`config.mk`:
```
export PLATFORM = sky130hd
export DESIGN_NAME = vend_dispense_ctrl_flat
export DESIGN_NICKNAME = d
export VERILOG_FILES = /design/src/rtl/vend_dispense_ctrl_if.sv /design/src/rtl/vend_dispense_ctrl.sv /design/src/flat_wrapper.sv
export SDC_FILE = /design/constraint.sdc
export NUM_CORES = 1
export LEC_CHECK = 0
export BUFFER_PORTS_ARGS = -buffer_cell sky130_fd_sc_hd__clkbuf_2
export CAP_MARGIN = 20
export CORE_ASPECT_RATIO = 0.75
export CORE_MARGIN = 2
export CORE_UTILIZATION = 45
export CTS_BUF_LIST = sky130_fd_sc_hd__clkbuf_8
export DETAILED_ROUTE_END_ITERATION = 8
export SLEW_MARGIN = 20
export SYNTH_ARGS = -nofsm -noshare
export SYNTH_HDL_FRONTEND = slang
export SYNTH_SLANG_ARGS = --single-unit
```
`constraint.sdc`:
```
create_clock -name clk -period 2.7 [get_ports clk]
set_clock_uncertainty 0.1 [all_clocks]
set_input_delay 0.27 -clock clk [delete_from_list [all_inputs] [get_ports clk]]
set_output_delay 0.27 -clock clk [all_outputs]
set_load 0.02 [all_outputs]
```
`src/rtl/vend_dispense_ctrl_if.sv`:
```
// Connection bundle for vend_dispense_ctrl: vending-FSM events, sensor feedback,
// actuator drives and status flags.
interface vend_dispense_ctrl_if #(
   parameter int QDEPTH = 4
);
   logic                    out;
   logic [1:0]              change;
   logic                    product_sensor;
   logic                    coin_sensor;
   logic                    motor_en;
   logic                    hopper_pulse;
   logic                    busy;
   logic                    vend_done;
   logic [$clog2(QDEPTH):0] queue_count;
   logic                    fault_vend;
   logic                    fault_coin;
   logic                    overflow;

   modport master (
      output out, change, product_sensor, coin_sensor,
      input  motor_en, hopper_pulse, busy, vend_done, queue_count,
             fault_vend, fault_coin, overflow
   );

   modport slave (
      input  out, change, product_sensor, coin_sensor,
      output motor_en, hopper_pulse, busy, vend_done, queue_count,
             fault_vend, fault_coin, overflow
   );
endinterface

```
`src/rtl/vend_dispense_ctrl.sv`:
```
// Buffers vend/refund events from the vending FSM and sequences the product motor
// and coin hopper, confirming each action against sensors with timeouts.
module vend_dispense_ctrl #(
   parameter int MOTOR_TIMEOUT = 1000,
   parameter int PULSE_W       = 4,
   parameter int COIN_TIMEOUT  = 200,
   parameter int QDEPTH        = 4
) (
   input logic                 clk,
   input logic                 rst,
   vend_dispense_ctrl_if.slave bus
);
   localparam int AW   = $clog2(QDEPTH);
   localparam int CW   = AW + 1;
   localparam int TMAX = (MOTOR_TIMEOUT > COIN_TIMEOUT)
                         ? ((MOTOR_TIMEOUT > PULSE_W) ? MOTOR_TIMEOUT : PULSE_W)
                         : ((COIN_TIMEOUT > PULSE_W) ? COIN_TIMEOUT : PULSE_W);
   localparam int TW   = $clog2(TMAX + 1);

   typedef enum logic [2:0] {
      S_IDLE      = 3'd0,
      S_VEND      = 3'd1,
      S_PULSE     = 3'd2,
      S_WAIT_COIN = 3'd3,
      S_DONE      = 3'd4
   } state_t;

   typedef struct packed {
      logic       vend;
      logic [1:0] coins;
   } entry_t;

   entry_t          mem_r [QDEPTH];
   logic [AW-1:0]   wr_ptr_r;
   logic [AW-1:0]   rd_ptr_r;
   logic [CW-1:0]   count_r;
   logic [CW-1:0]   count_n;

   entry_t          in_entry_s;
   entry_t          head_s;
   logic            push_s;
   logic            pop_s;
   logic            full_s;
   logic            push_ok_s;
   logic            drop_s;

   state_t          state_r;
   state_t          state_n;
   logic [TW-1:0]   tmr_r;
   logic [TW-1:0]   tmr_n;
   logic [1:0]      coins_r;
   logic [1:0]      coins_n;
   logic            fault_vend_r;
   logic            fault_vend_n;
   logic            fault_coin_r;
   logic            fault_coin_n;

   logic            motor_en_r;
   logic            hopper_pulse_r;
   logic            vend_done_r;
   logic            busy_r;
   logic            overflow_r;

   // Decode the incoming event; an invalid refund code carries no coins.
   always_comb begin
      in_entry_s.vend = bus.out;
      case (bus.change)
         2'b01:   in_entry_s.coins = 2'd1;
         2'b10:   in_entry_s.coins = 2'd2;
         default: in_entry_s.coins = 2'd0;
      endcase
      push_s = bus.out | (in_entry_s.coins != 2'd0);
   end

   assign head_s    = mem_r[rd_ptr_r];
   assign full_s    = (count_r == CW'(QDEPTH));
   assign pop_s     = (state_r == S_IDLE) && (count_r != CW'(0));
   assign push_ok_s = push_s && (!full_s || pop_s);
   assign drop_s    = push_s && full_s && !pop_s;

   // Queue occupancy after this cycle's push/pop.
   always_comb begin
      count_n = count_r;
      case ({push_ok_s, pop_s})
         2'b10:   count_n = count_r + CW'(1);
         2'b01:   count_n = count_r - CW'(1);
         default: count_n = count_r;
      endcase
   end

   // Event storage; contents are don't-care once the pointers are reset.
   always_ff @(posedge clk) begin
      if (push_ok_s) begin
         mem_r[wr_ptr_r] <= in_entry_s;
      end
   end

   // Queue pointers and occupancy.
   always_ff @(posedge clk) begin
      if (rst) begin
         wr_ptr_r <= '0;
         rd_ptr_r <= '0;
         count_r  <= '0;
      end else begin
         if (push_ok_s) begin
            wr_ptr_r <= wr_ptr_r + AW'(1);
         end
         if (pop_s) begin
            rd_ptr_r <= rd_ptr_r + AW'(1);
         end
         count_r <= count_n;
      end
   end

   // Sequencer state, shared phase timer, pending coins and sticky faults.
   always_ff @(posedge clk) begin
      if (rst) begin
         state_r      <= S_IDLE;
         tmr_r        <= '0;
         coins_r      <= 2'd0;
         fault_vend_r <= 1'b0;
         fault_coin_r <= 1'b0;
      end else begin
         state_r      <= state_n;
         tmr_r        <= tmr_n;
         coins_r      <= coins_n;
         fault_vend_r <= fault_vend_n;
         fault_coin_r <= fault_coin_n;
      end
   end

   // Next-state logic; the timer restarts from zero on every phase change.
   always_comb begin
      state_n      = state_r;
      tmr_n        = tmr_r;
      coins_n      = coins_r;
      fault_vend_n = fault_vend_r;
      fault_coin_n = fault_coin_r;
      case (state_r)
         S_IDLE: begin
            if (pop_s) begin
               coins_n = head_s.coins;
               tmr_n   = '0;
               if (head_s.vend) begin
                  state_n = S_VEND;
               end else if (head_s.coins != 2'd0) begin
                  state_n = S_PULSE;
               end else begin
                  state_n = S_DONE;
               end
            end else begin
               state_n = S_IDLE;
            end
         end
         S_VEND: begin
            if (bus.product_sensor || (tmr_r == TW'(MOTOR_TIMEOUT - 1))) begin
               // A drop seen on the last allowed cycle still counts as success.
               if (!bus.product_sensor) begin
                  fault_vend_n = 1'b1;
               end else begin
                  fault_vend_n = fault_vend_r;
               end
               tmr_n   = '0;
               state_n = (coins_r != 2'd0) ? S_PULSE : S_DONE;
            end else begin
               tmr_n = tmr_r + TW'(1);
            end
         end
         S_PULSE: begin
            if (tmr_r == TW'(PULSE_W - 1)) begin
               tmr_n   = '0;
               state_n = S_WAIT_COIN;
            end else begin
               tmr_n = tmr_r + TW'(1);
            end
         end
         S_WAIT_COIN: begin
            if (bus.coin_sensor) begin
               coins_n = coins_r - 2'd1;
               tmr_n   = '0;
               state_n = (coins_r > 2'd1) ? S_PULSE : S_DONE;
            end else if (tmr_r == TW'(COIN_TIMEOUT - 1)) begin
               fault_coin_n = 1'b1;
               coins_n      = 2'd0;
               tmr_n        = '0;
               state_n      = S_DONE;
            end else begin
               tmr_n = tmr_r + TW'(1);
            end
         end
         S_DONE: begin
            state_n = S_IDLE;
         end
         default: begin
            state_n = S_IDLE;
            tmr_n   = '0;
            coins_n = 2'd0;
         end
      endcase
   end

   // Outputs are registered from the next state so they align with the state.
   always_ff @(posedge clk) begin
      if (rst) begin
         motor_en_r     <= 1'b0;
         hopper_pulse_r <= 1'b0;
         vend_done_r    <= 1'b0;
         busy_r         <= 1'b0;
         overflow_r     <= 1'b0;
      end else begin
         motor_en_r     <= (state_n == S_VEND);
         hopper_pulse_r <= (state_n == S_PULSE);
         vend_done_r    <= (state_n == S_DONE);
         busy_r         <= (state_n != S_IDLE) || (count_n != CW'(0));
         overflow_r     <= overflow_r | drop_s;
      end
   end

   assign bus.motor_en     = motor_en_r;
   assign bus.hopper_pulse = hopper_pulse_r;
   assign bus.vend_done    = vend_done_r;
   assign bus.busy         = busy_r;
   assign bus.queue_count  = count_r;
   assign bus.fault_vend   = fault_vend_r;
   assign bus.fault_coin   = fault_coin_r;
   assign bus.overflow     = overflow_r;
endmodule

```
`src/flat_wrapper.sv`:
```
// flat-port wrapper written by rule: the top's interface ports become plain ports
module vend_dispense_ctrl_flat 
#(
   parameter int MOTOR_TIMEOUT = 1000,
   parameter int PULSE_W       = 4,
   parameter int COIN_TIMEOUT  = 200,
   parameter int QDEPTH        = 4
)
  (clk, rst, bus_out, bus_change, bus_product_sensor, bus_coin_sensor, bus_motor_en, bus_hopper_pulse, bus_busy, bus_vend_done, bus_queue_count, bus_fault_vend, bus_fault_coin, bus_overflow);
  vend_dispense_ctrl_if #(.QDEPTH(QDEPTH)) bus_i ();
  input logic clk;
  input logic rst;
  input wire logic [$bits(bus_i.out)-1:0] bus_out;
  input wire logic [$bits(bus_i.change)-1:0] bus_change;
  input wire logic [$bits(bus_i.product_sensor)-1:0] bus_product_sensor;
  input wire logic [$bits(bus_i.coin_sensor)-1:0] bus_coin_sensor;
  output wire logic [$bits(bus_i.motor_en)-1:0] bus_motor_en;
  output wire logic [$bits(bus_i.hopper_pulse)-1:0] bus_hopper_pulse;
  output wire logic [$bits(bus_i.busy)-1:0] bus_busy;
  output wire logic [$bits(bus_i.vend_done)-1:0] bus_vend_done;
  output wire logic [$bits(bus_i.queue_count)-1:0] bus_queue_count;
  output wire logic [$bits(bus_i.fault_vend)-1:0] bus_fault_vend;
  output wire logic [$bits(bus_i.fault_coin)-1:0] bus_fault_coin;
  output wire logic [$bits(bus_i.overflow)-1:0] bus_overflow;
  assign bus_i.out = bus_out;
  assign bus_i.change = bus_change;
  assign bus_i.product_sensor = bus_product_sensor;
  assign bus_i.coin_sensor = bus_coin_sensor;
  assign bus_motor_en = bus_i.motor_en;
  assign bus_hopper_pulse = bus_i.hopper_pulse;
  assign bus_busy = bus_i.busy;
  assign bus_vend_done = bus_i.vend_done;
  assign bus_queue_count = bus_i.queue_count;
  assign bus_fault_vend = bus_i.fault_vend;
  assign bus_fault_coin = bus_i.fault_coin;
  assign bus_overflow = bus_i.overflow;
  vend_dispense_ctrl #(.MOTOR_TIMEOUT(MOTOR_TIMEOUT), .PULSE_W(PULSE_W), .COIN_TIMEOUT(COIN_TIMEOUT), .QDEPTH(QDEPTH)) u_core (.clk(clk), .rst(rst), .bus(bus_i));
endmodule
```
Yosys cells after proc, flatten, opt, wreduce, memory -nomap -nowiden
Memory sizes are Yosys's and may differ from the RTL's. A register that Yosys moved wholly into a read port is not among the register bits.
Index checks and enable logic that the tools add are counted.
{"block": "op_classes", "addsub": 6, "mul": 0, "div": 0, "order_cmp": 1, "n_eq_ne": 17, "shift": 0, "muxes": 26, "bitwise_logic": 6, "n_reduce_logical": 21}
{"op": "two-way mux 10 bit", "n": 5}
{"op": "case mux 10 bit (5 select lines)", "n": 1}
{"op": "two-way mux 3 bit", "n": 9}
{"op": "case mux 3 bit (4 select lines)", "n": 1}
{"op": "adder 10 x 1 -> 10 bit (second input constant)", "n": 1}
{"op": "equality test 10 bit (second input constant)", "n": 1}
{"op": "equality test 10 x 2 -> 1 bit (second input constant)", "n": 1}
{"op": "equality test 10 x 8 -> 1 bit (second input constant)", "n": 1}
{"op": "two-way mux 2 bit", "n": 5}
{"op": "equality test 3 x 2 -> 1 bit (second input constant)", "n": 3}
{"op": "equality test 3 bit (second input constant)", "n": 3}
{"op": "AND reduction 3 bit", "n": 3}
{"op": "nonzero test 3 bit", "n": 3}
{"op": "equality test 3 x 1 -> 1 bit (second input constant)", "n": 2}
{"op": "case mux 2 bit (3 select lines)", "n": 1}
{"op": "case mux 3 bit (2 select lines)", "n": 1}
{"op": "nonzero test 2 bit", "n": 3}
{"op": "adder 2 x 1 -> 2 bit (second input constant)", "n": 2}
{"op": "equality test 2 x 1 -> 1 bit (second input constant)", "n": 2}
{"op": "equality test 2 bit (second input constant)", "n": 2}
{"op": "logical AND 1 bit", "n": 4}
{"op": "NOT 1 bit", "n": 4}
{"op": "case mux 2 bit (2 select lines)", "n": 1}
{"op": "adder 3 x 1 -> 3 bit (second input constant)", "n": 1}
{"op": "12 further kinds", "n": 17}
{"block": "word_totals", "regBits": 29, "latch_bits": 0, "ram_bits": 12, "rom_bits": 0, "output_inout_bits": 10, "elab_cells": 91, "n_memories": 1}
{"name": "u_core.mem_r", "words": 4, "width": 3, "rd": 1, "rd_ports_with_merged_regs": 1, "wr": 1, "line": "vend_dispense_ctrl.sv:33", "rtl": "entry_t mem_r [QDEPTH];"}

Longest topological paths before layout
Gate-level depths: netlist of run 1.
{"block": "depth", "ltp_word": 9, "depth_mapped": 11, "mapped_depth_nobuf": 10}

Worst setup path after synthesis of run 1
Ideal clock, no wire load.
{"block": "synth_path", "path_type": "reg2reg", "start": "reg u_core.state_r[1]", "end": "reg u_core.busy_r (netlist: u_core.bus.busy)", "setup_time_ps": 140, "arrival_ps": 2327, "path_slack_ps": 133, "path_stages_with_launch": 11, "cell_sequence": "dfxtp_1 or3_1 clkbuf_1 nor2_1 nand2_1 fa_1 xnor2_1 and3_1 o21ai_0 a211oi_1 a41oi_1"}
{"block": "synth_via", "elab_chain_cells": 8}
{"element": "start, declared", "line": "vend_dispense_ctrl.sv:47", "rtl": "state_t state_r;"}
{"element": "start signal, assigned", "line": "vend_dispense_ctrl.sv:124", "rtl": "state_r <= state_n;"}
{"element": "logical NOT 3 bit", "line": "vend_dispense_ctrl.sv:77, vend_dispense_ctrl.sv:139"}
{"element": "logical AND 1 bit", "line": "vend_dispense_ctrl.sv:77", "rtl": "assign pop_s = (state_r == S_IDLE) && (count_r != CW'(0));"}
{"element": "logical OR 1 bit", "line": "vend_dispense_ctrl.sv:78", "rtl": "assign push_ok_s = push_s && (!full_s || pop_s);"}
{"element": "logical AND 1 bit", "line": "vend_dispense_ctrl.sv:78"}
{"element": "equality test 2 x 1 -> 1 bit / equality test 2 bit (equally long branches)", "line": "vend_dispense_ctrl.sv:84", "rtl": "case ({push_ok_s, pop_s})"}
{"element": "case mux 3 bit (2 select lines)", "line": "vend_dispense_ctrl.sv:84"}
{"element": "nonzero test 3 bit", "line": "vend_dispense_ctrl.sv:214", "rtl": "busy_r <= (state_n != S_IDLE) || (count_n != CW'(0));"}
{"element": "logical OR 1 bit (*)", "line": "vend_dispense_ctrl.sv:214"}
{"element": "end signal, assigned", "line": "vend_dispense_ctrl.sv:214"}
{"element": "end, declared", "line": "vend_dispense_ctrl.sv:61", "rtl": "logic busy_r;"}
Mark *: on every way between the ends. The rest lies on a longest branch, timed or not.
A chain may end at the register's enable or synchronous reset.

Final worst setup path of run 1
{"block": "layout_path", "start": "reg u_core.tmr_r[0]", "end": "reg u_core.tmr_r[9]"}
{"block": "layout_via", "elab_chain_cells": 4}
{"element": "start, declared", "line": "vend_dispense_ctrl.sv:49", "rtl": "logic [TW-1:0] tmr_r;"}
{"element": "start signal, assigned", "line": "vend_dispense_ctrl.sv:125", "rtl": "tmr_r <= tmr_n;"}
{"element": "adder 10 x 1 -> 10 bit (tied with other cells)", "line": "vend_dispense_ctrl.sv:166, vend_dispense_ctrl.sv:174, vend_dispense_ctrl.sv:188"}
{"element": "two-way mux 10 bit / logical OR 1 bit (equally long branches)", "line": "vend_dispense_ctrl.sv:182, vend_dispense_ctrl.sv:156"}
{"element": "two-way mux 10 bit (on tied branches)", "line": "vend_dispense_ctrl.sv:178, vend_dispense_ctrl.sv:156"}
{"element": "case mux 10 bit (5 select lines) (*)", "line": "vend_dispense_ctrl.sv:139", "rtl": "case (state_r)"}
Marks and branches as above.

==> out/results.txt, run 1 <==
Status: complete, no violations
Slew Viols, Final: 0
Chip width: 85.6 um
Hold-fix buffers, CTS: 0
Mean Syn Cell Area: 9.56 sq um
Detailed Routing Iterations Pass 1: 4
Final Core Density: 0.522
CP arrival: 2.52 ns
Xor and xnor area share after synthesis: 0.0234
Seq/Total Area, Yosys: 0.437
TritonCTS clock tree: yes
H-tree levels: 2
Number of synthesized register bits: 43
Fmax achieved: 0.406 GHz
Post-Synth Adder-Cell Area: 0.0591
Final hold violations: 0
PortBufs: 16
First-pass GRT wire length: 7.62 mm
Initial antenna violation count: 0
WHS Path Cells: 1
Gr ovfl total: 0
Multi-input logic area: 1160 sq um
CP peak stage delay: 0.61 ns
Final wirelength: 4.60 mm
Slew @ Worst Pin: 0.651 ns
Starting Density: 0.464
Startpoint types: register
DRT antenna net count: 0
Worst-skew pair later-pin latency: 0.30 ns
Maxcap violations: 0
GRT Resource Usage Total: 0.176
Critical Path RT: 2.76 ns
Number of global-route vias before repair: 1581
Largest family of logic cells by synthesized area: simple AND/OR/NAND/NOR gates
EDFF count, synth: 12
Top-area cell type share of the netlist area: 0.276
HP Class: input pin to register
Setup crit start: u_core.tmr_r[0]
Post-synth cell types: 50
Sequential Area: 981 sq um
Setup bufs post-CTS: 0
Slew headroom: 0.565
Synth area leader: dfxtp_1
CTS clk-pin slew, worst paths: 0.09 ns
Count of boundary I/O pins: 17
Initial drt markers: 84
Final #Nets: 274
DRC viols: 0
Final setup viols: 0
Post-synth ARST share: 0
CP endpoint kind: register
# diodes: 0
Crit path kind: register to register
Synth Cell Area: 2250 sq um
Hold path start: bus_out
P&R area growth vs syn: 12.7%
Die height: 65.2 um
Total negative slack: 0 ns
Synth Area in Simple Gates: 0.237
CTS Buf Count: 5
Slowest-stage cell, CP: or4b_2
Vias after detailed routing: 1766
Die ar.: 5580 sq um
R2R depth: 6
Static Leak: 0.000957 uW
Root buf cell: clkbuf_8
Final worst slack: 0.240 ns
Core box area: 4840 sq um
Power Density: 1040 nW/um^2
Largest net degree at the start of global routing: 31
Max VDD drop: 0.525 mV
Compound-cell area share of the yosys netlist: 0.164
Gpl congestion: 0.805
Pre-CTS WS: 0.254 ns
Worst r2r src: u_core.tmr_r[0]
Synth Net Count: 252
Synth warnings: 0
Ys flop type: dfxtp_1
DR WL/cell: 14.5 um
Num rows: 22
RSZ-0062 raised after global routing: false
Share of cells above drive strength 1: 0.186
Synth top area cells: dfxtp_1 28%, edfxtp_1 16%, ha_1 5.0%
CTS max path bufs: 2
Post-Syn Instances: 235
Post_cts resized: 0
Tmin final: 2.46 ns
Final HPWL DP: 3.31 mm
CP Cell Sequence: ha_1 -> or4b_2 -> o31ai_1 -> o211ai_2 -> a41oi_1 -> a311oi_1
CP Max Fanout: 17
Clock sinks: 43
Routed vias/inst: 5.55
Period utilization: 0.911
Layout filler cell count: 459
Mux share of post-synthesis cell area: 0.0345
[synth_stat cells, drive strengths merged (3+ instances only)]
| cell | instances |
|---|---|
| or4 | 3 |
| and2 | 7 |
| nand2 | 14 |
| o31ai | 5 |
| nor3 | 10 |
| xnor2 | 5 |
| a21oi | 9 |
| nor2 | 26 |
| inv | 14 |
| a31oi | 7 |
| dfxtp | 31 |
| mux4 | 3 |
| ha | 9 |
| nand3 | 4 |
| nand3b | 10 |
| and3 | 6 |
| edfxtp | 12 |
| clkbuf | 10 |
| a41oi | 4 |
| o21ai | 9 |
| a211oi | 3 |
[where the power goes]
group,total [uW],switching [uW],internal [uW]
Clock,436,246,190
Sequential,877,73.5,804
Combinational,1330,798,531
Total,2640,1120,1530
[sequential cells by signal, indices dropped and copies added, names as in the netlist, named ones only]
register,count
u_core.mem_r,12
u_core.tmr_r,10
u_core.bus.queue_count,3
u_core.state_r,3
u_core.coins_r,2
u_core.rd_ptr_r,2
u_core.wr_ptr_r,2
u_core.bus.busy,1
u_core.bus.fault_coin,1
u_core.bus.fault_vend,1
u_core.bus.hopper_pulse,1
u_core.bus.motor_en,1
u_core.bus.overflow,1
u_core.bus.vend_done,1
[cells in the final DEF (no fill, tap or decap), drive strengths merged, types with 9 or more instances in the layout]
cell,netlist,final
nand3b,10,10
nand2,14,14
a21oi,9,9
o21ai,9,9
clkbuf,10,21
buf,2,11
ha,9,9
nor3,10,10
edfxtp,12,12
inv,14,16
dfxtp,31,31
nor2,26,26
[critical path, delay by kind of cell (launching register included)]
kind	cells	cell delay (ns)
fa+ha+maj	1	0.23
flops	1	0.38
simple gates	1	0.61
compound gates	4	1.00
[routing by layer]
metal,vias to the layer above,GRT usage,share of wire
li1,902,-,-
met1,826,0.275,0.56
met2,32,0.231,0.38
met3,6,0.0540,0.048
met4,0,0.0417,0.010
met5,-,0,0
[area by class of cell]
class	count	share of cell area
clock buffers	5	0.0272
clock inverters	3	0.0104
inverters	14	0.0208
multi-input cells	166	0.460
flip-flops and latches	43	0.388
well taps	60	0.0297
repair buffers	27	0.0643
[logic make-up after synthesis]
kind of cell | after synthesis
buffers and inverters | 26
XOR/XNOR | 6
multiplexers | 4
flip-flops | 43
adder cells (fa/ha/maj) | 10
AND/OR/NAND/NOR | 96
AO/OA/AOI/OAI | 50
[stage by stage]
| step | cell area (sq um) | hold WS [ns] | power, uW | std cells |
|---|---|---|---|---|
| 4_1_cts | 2530 | 0.114 | 2640 | 318 |
| 2_1_floorplan | 2250 | 0.269 | 1830 | 235 |
| 3_5_place_dp | 2440 | 0.367 | 2200 | 310 |
| 3_3_place_gp | 2440 | 0.359 | 2200 | 310 |
| 6_report | 2530 | 0.123 | 2640 | 318 |
| 5_1_grt | 2530 | 0.119 | 2840 | 318 |
[worst paths after layout]
kind              slack (ns)                  end
hold / removal          0.12   u_core.mem_r[0][2]
setup / recovery        0.24      u_core.tmr_r[9]
setup reg to reg        0.24      u_core.tmr_r[9]
hold reg to reg         0.39  u_core.bus.overflow
Power figures use the tool's default switching activity.
==> run 2: changes to the inputs <==
==> constraint.sdc (replaced) <==
create_clock -name clk -period 2.3 [get_ports clk]
set_clock_uncertainty 0.1 [all_clocks]
set_input_delay 0.23 -clock clk [delete_from_list [all_inputs] [get_ports clk]]
set_output_delay 0.23 -clock clk [all_outputs]
set_load 0.1 [all_outputs]
==> run 2 against run 1 <==
  * Hold slack worse by 0.063 ns
  * Clock power up 24%
  * Fmax up 8.9%
  * Wire length up 11%
  * Final area up 9.0%
  * Utilization up 4.7 points
  * Count of clock-buffer cells in the layout unchanged
  * Combinational power up 61%
  * Cell count up 5.7%
  * Global-route usage up 2.8 points
  * Sequential cell count unchanged
  * Highest routed layer unchanged
==> out/results.txt, run 2 (synthesis gave the netlist of run 1 again) <==
CP Max Fanout: 3
Vias after detailed routing: 1874
Routed vias/inst: 5.58
Power Density: 1360 nW/um^2
Count of boundary I/O pins: 17
Final hold violations: 0
RSZ-0062 raised after global routing: true
Slew Viols, Final: 0
Static Leak: 0.00107 uW
First-pass GRT wire length: 8.85 mm
CP arrival: 2.33 ns
HP Class: input pin to register
Crit path kind: register to register
CTS max path bufs: 2
PortBufs: 16
CP endpoint kind: register
Worst-skew pair later-pin latency: 0.31 ns
Starting Density: 0.464
GRT Resource Usage Total: 0.204
Root buf cell: clkbuf_8
Number of global-route vias before repair: 1766
Core box area: 4840 sq um
Worst hold slack: 0.0594 ns
Maxcap violations: 0
Critical Path RT: 2.37 ns
Chip width: 85.6 um
Total negative slack: 0 ns
Most flop-heavy register: u_core.mem_r
Tmin final: 2.26 ns
Share of cells above drive strength 1: 0.304
Initial antenna violation count: 0
Startpoint types: register
DRC viols: 0
DRT antenna net count: 0
Fmax achieved: 0.443 GHz
Final setup viols: 0
Pre-CTS WS: -0.0347 ns
CTS Buf Count: 5
Clock sinks: 43
Largest net degree at the start of global routing: 31
Largest registers: u_core.mem_r x12, u_core.tmr_r x10
Gr ovfl total: 0
H-tree levels: 2
Final HPWL DP: 3.61 mm
Num rows: 22
Die ar.: 5580 sq um
Die height: 65.2 um
# diodes: 0
Gpl congestion: 0.864
Period utilization: 0.982
Final wirelength: 5.11 mm
Initial drt markers: 136
P&R area growth vs syn: 22.9%
Max VDD drop: 1.15 mV
Status: complete, no violations
Detailed Routing Iterations Pass 1: 4
Slew @ Worst Pin: 0.678 ns
DR WL/cell: 15.2 um
Slew headroom: 0.548
CTS clk-pin slew, worst paths: 0.10 ns
Max reg flops: 12
Final #Nets: 292
Final worst slack: 0.0412 ns
TritonCTS clock tree: yes
Most frequent cells in the layout: 28 x buf_4, 26 x dfxtp_1, 25 x nor2_1
Commonest non-fill, non-tap cell in the layout: buf_4
## run 2: layer usage
metal,GRT usage,vias to the layer above,wire (um)
li1,-,944,-
met1,0.309,878,2710
met2,0.284,46,2090
met3,0.0540,6,251
met4,0.0556,0,57
met5,0,-,0
## run 2: path summary, 6_finish.rpt
path	slack, ns	depth (start not counted)	from	endpoint
max reg2reg	0.04	9	u_core.state_r[1]	u_core.bus.queue_count[2]
min	0.06	1	bus_out	u_core.mem_r[2][2]
max	0.04	9	u_core.state_r[1]	u_core.bus.queue_count[2]
min reg2reg	0.39	2	u_core.bus.fault_vend	u_core.bus.fault_vend
## run 2: timing repair
action | CTS | global route
hold buffers | 0 | 0
resized for setup | 8 | 10
endpoints found under the setup margin | 2 | 18
buffers inserted | 1 | 2
pin swaps | 8 | 9
## run 2: power by group
group,internal (uW),total (uW),switching (uW)
sequential,960,1080,118
combinational,820,2140,1320
clock,226,542,316
## run 2: per-stage QoR
stage                     total power (uW)  utilization  std cells  area (sq um)
after global routing                  4020        0.570        336          2760
after detailed placement              3030        0.529        325          2560
final                                 3760        0.570        336          2760
after global placement                3010        0.529        325          2560
after floorplan                       2510            -        235          2280
after CTS                             3660        0.556        334          2700
## run 2: final cells by class
class / count / area [sq um]
fill: 428 / 2080
inverter: 14 / 52.6
sequential: 43 / 995
tap: 60 / 75.1
clock buffer: 5 / 68.8
timing repair buffer: 45 / 302
clock inverter: 3 / 26.3
multi-input combinational: 166 / 1240
## run 2: worst max-delay path, cell delays in order (launching register included)
cell     delay [ns]
dfxtp_2        0.34
or3_4          0.41
nor2_4         0.11
nand2_2        0.06
fa_2           0.38
buf_6          0.14
and3_4         0.14
nor2b_4        0.12
o31ai_2        0.24
a21oi_1        0.08
==> run 3: changes to the inputs <==
--- a/config.mk
+++ b/config.mk
@@ -8,10 +8,11 @@
 export BUFFER_PORTS_ARGS = -buffer_cell sky130_fd_sc_hd__clkbuf_2
 export CAP_MARGIN = 20
 export CORE_ASPECT_RATIO = 0.75
-export CORE_MARGIN = 2
-export CORE_UTILIZATION = 45
+export CORE_MARGIN = 5
+export CORE_UTILIZATION = 62
 export CTS_BUF_LIST = sky130_fd_sc_hd__clkbuf_8
 export DETAILED_ROUTE_END_ITERATION = 8
+export PLACE_DENSITY = 0.82
 export SLEW_MARGIN = 20
 export SYNTH_ARGS = -nofsm -noshare
 export SYNTH_HDL_FRONTEND = slang
==> run 3 against run 2 <==
  * Clock power is 12% lower
  * Sequential cell count unchanged
  * Count of clock-buffer cells in the layout unchanged
  * Cell count down 6.5%
  * Setup slack got worse by 0.0082 ns
  * Largest cell class unchanged
==> out/results.txt, run 3 (synthesis gave the netlist of run 1 again) <==
Status: complete, no violations
Commonest non-fill, non-tap cell in the layout: nor2_1
Met1 Use GR: 0.281
Worst hold slack: 0.0697 ns
Detailed Routing Iterations Pass 1: 4
Share of cells above drive strength 1: 0.279
CP arrival: 2.33 ns
DR WL/cell: 15.3 um
Fmax achieved: 0.441 GHz
Vias after detailed routing: 1867
Layout filler cell count: 247
CTS clk-pin slew, worst paths: 0.08 ns
Initial antenna violation count: 0
Core box area: 3570 sq um
Final #Nets: 288
Final setup viols: 0
Final Core Density: 0.748
Starting Density: 0.630
Hold-fix buffers, CTS: 0
Worst-skew pair later-pin latency: 0.30 ns
Number of global-route vias before repair: 1742
Root buf cell: clkbuf_8
Die height: 62.1 um
Startpoint types: register
Power Density: 1350 nW/um^2
Gr ovfl total: 0
Final HPWL DP: 3.41 mm
H-tree levels: 2
DRC viols: 0
Max reg flops: 12
HP Class: input pin to register
Routed vias/inst: 5.95
Crit path kind: register to register
GR Layer Usage met3: 0.0621
Period utilization: 0.986
CP Cell Sequence: or3_4 -> nor2_4 -> nand2_2 -> fa_2 -> xnor2_2 -> and3_1 -> o21ai_1 -> a211oi_1 -> a41oi_1
Static Leak: 0.00104 uW
Die ar.: 4940 sq um
First-pass GRT wire length: 8.14 mm
Total negative slack: 0 ns
Pre-CTS WS: -0.0694 ns
Slew headroom: 0.572
Num rows: 19
CTS max path bufs: 2
# diodes: 0
Final wirelength: 4.82 mm
Chip width: 79.5 um
GRT Resource Usage Total: 0.207
CP endpoint kind: register
Critical Path RT: 2.36 ns
Slowest-stage cell, CP: or3_4
Slew @ Worst Pin: 0.642 ns
RSZ-0062 raised after global routing: true
Final hold violations: 0
M2 GR Usage: 0.315
Count of boundary I/O pins: 17
P&R area growth vs syn: 18.8%
Most frequent cells in the layout: 25 x nor2_1, 24 x dfxtp_1, 24 x buf_4
Largest registers: u_core.mem_r x12, u_core.tmr_r x10
R2R setup slack: 0.03 ns
Max VDD drop: 0.798 mV
Most flop-heavy register: u_core.mem_r
Total Power: 3600 uW
Gr busiest metal: met2
TritonCTS clock tree: yes
Maxcap violations: 0
DRT antenna net count: 0
CP peak stage delay: 0.40 ns
Slew Viols, Final: 0
Tmin final: 2.27 ns
CP Max Fanout: 2
CTS Buf Count: 5
Gpl congestion: 0.858
PortBufs: 16
Largest net degree at the start of global routing: 31
Clock sinks: 43
Final worst slack: 0.0329 ns
Initial drt markers: 128
==> run 3: report_power, final <==
group | total [uW] | internal (uW) | switching (uW) | leakage (uW)
sequential | 1090 | 963 | 127 | 0.000370
clock | 479 | 210 | 269 | 0.0000493
combinational | 2030 | 763 | 1270 | 0.000626
total | 3600 | 1940 | 1670 | 0.00104
==> run 3: routing by layer <==
metal  share of wire  up-vias
li1                -      938
met1            0.48      873
met2            0.45       48
met3           0.054        8
met4           0.015        0
met5               0        -
==> run 3: final cells by class <==
cell class	instances	area (sq um)	area share
Multi-Input combinational cell	166	1210	0.453
Sequential cell	43	997	0.374
Tap cell	42	52.6	0.0197
Timing Repair Buffer	41	272	0.102
Clock buffer	5	68.8	0.0258
Inverter	14	52.6	0.0197
Clock inverter	3	17.5	0.00656
==> run 3: worst max-delay path: cells and delay by family (launching register included) <==
kind	cells	cell delay [ns]
simple gates	4	0.76
xor+xnor	1	0.18
flops	1	0.32
fa+ha+maj	1	0.37
compound gates	3	0.39
==> run 3: repair_timing <==
| item | 4_1_cts | 5_1_grt |
|---|---|---|
| endpoints found under the setup margin | 1 | 13 |
| buffers inserted | 1 | 2 |
| gates resized for setup | 6 | 8 |
| pin swaps | 7 | 7 |
==> run 3: path summary, 6_finish.rpt <==
kind	startpoint	to	depth (start not counted)
max	u_core.state_r[0]	u_core.bus.busy	9
min	bus_out	u_core.mem_r[0][2]	1
max reg2reg	u_core.state_r[0]	u_core.bus.busy	9
min reg2reg	u_core.bus.fault_vend	u_core.bus.fault_vend	2
==> run 3: stage by stage <==
stage / area [sq um] / cells
global placement: 2510 / 303
finish: 2670 / 314
global route: 2670 / 314
CTS: 2630 / 312
floorplan: 2280 / 235
detailed placement: 2510 / 303
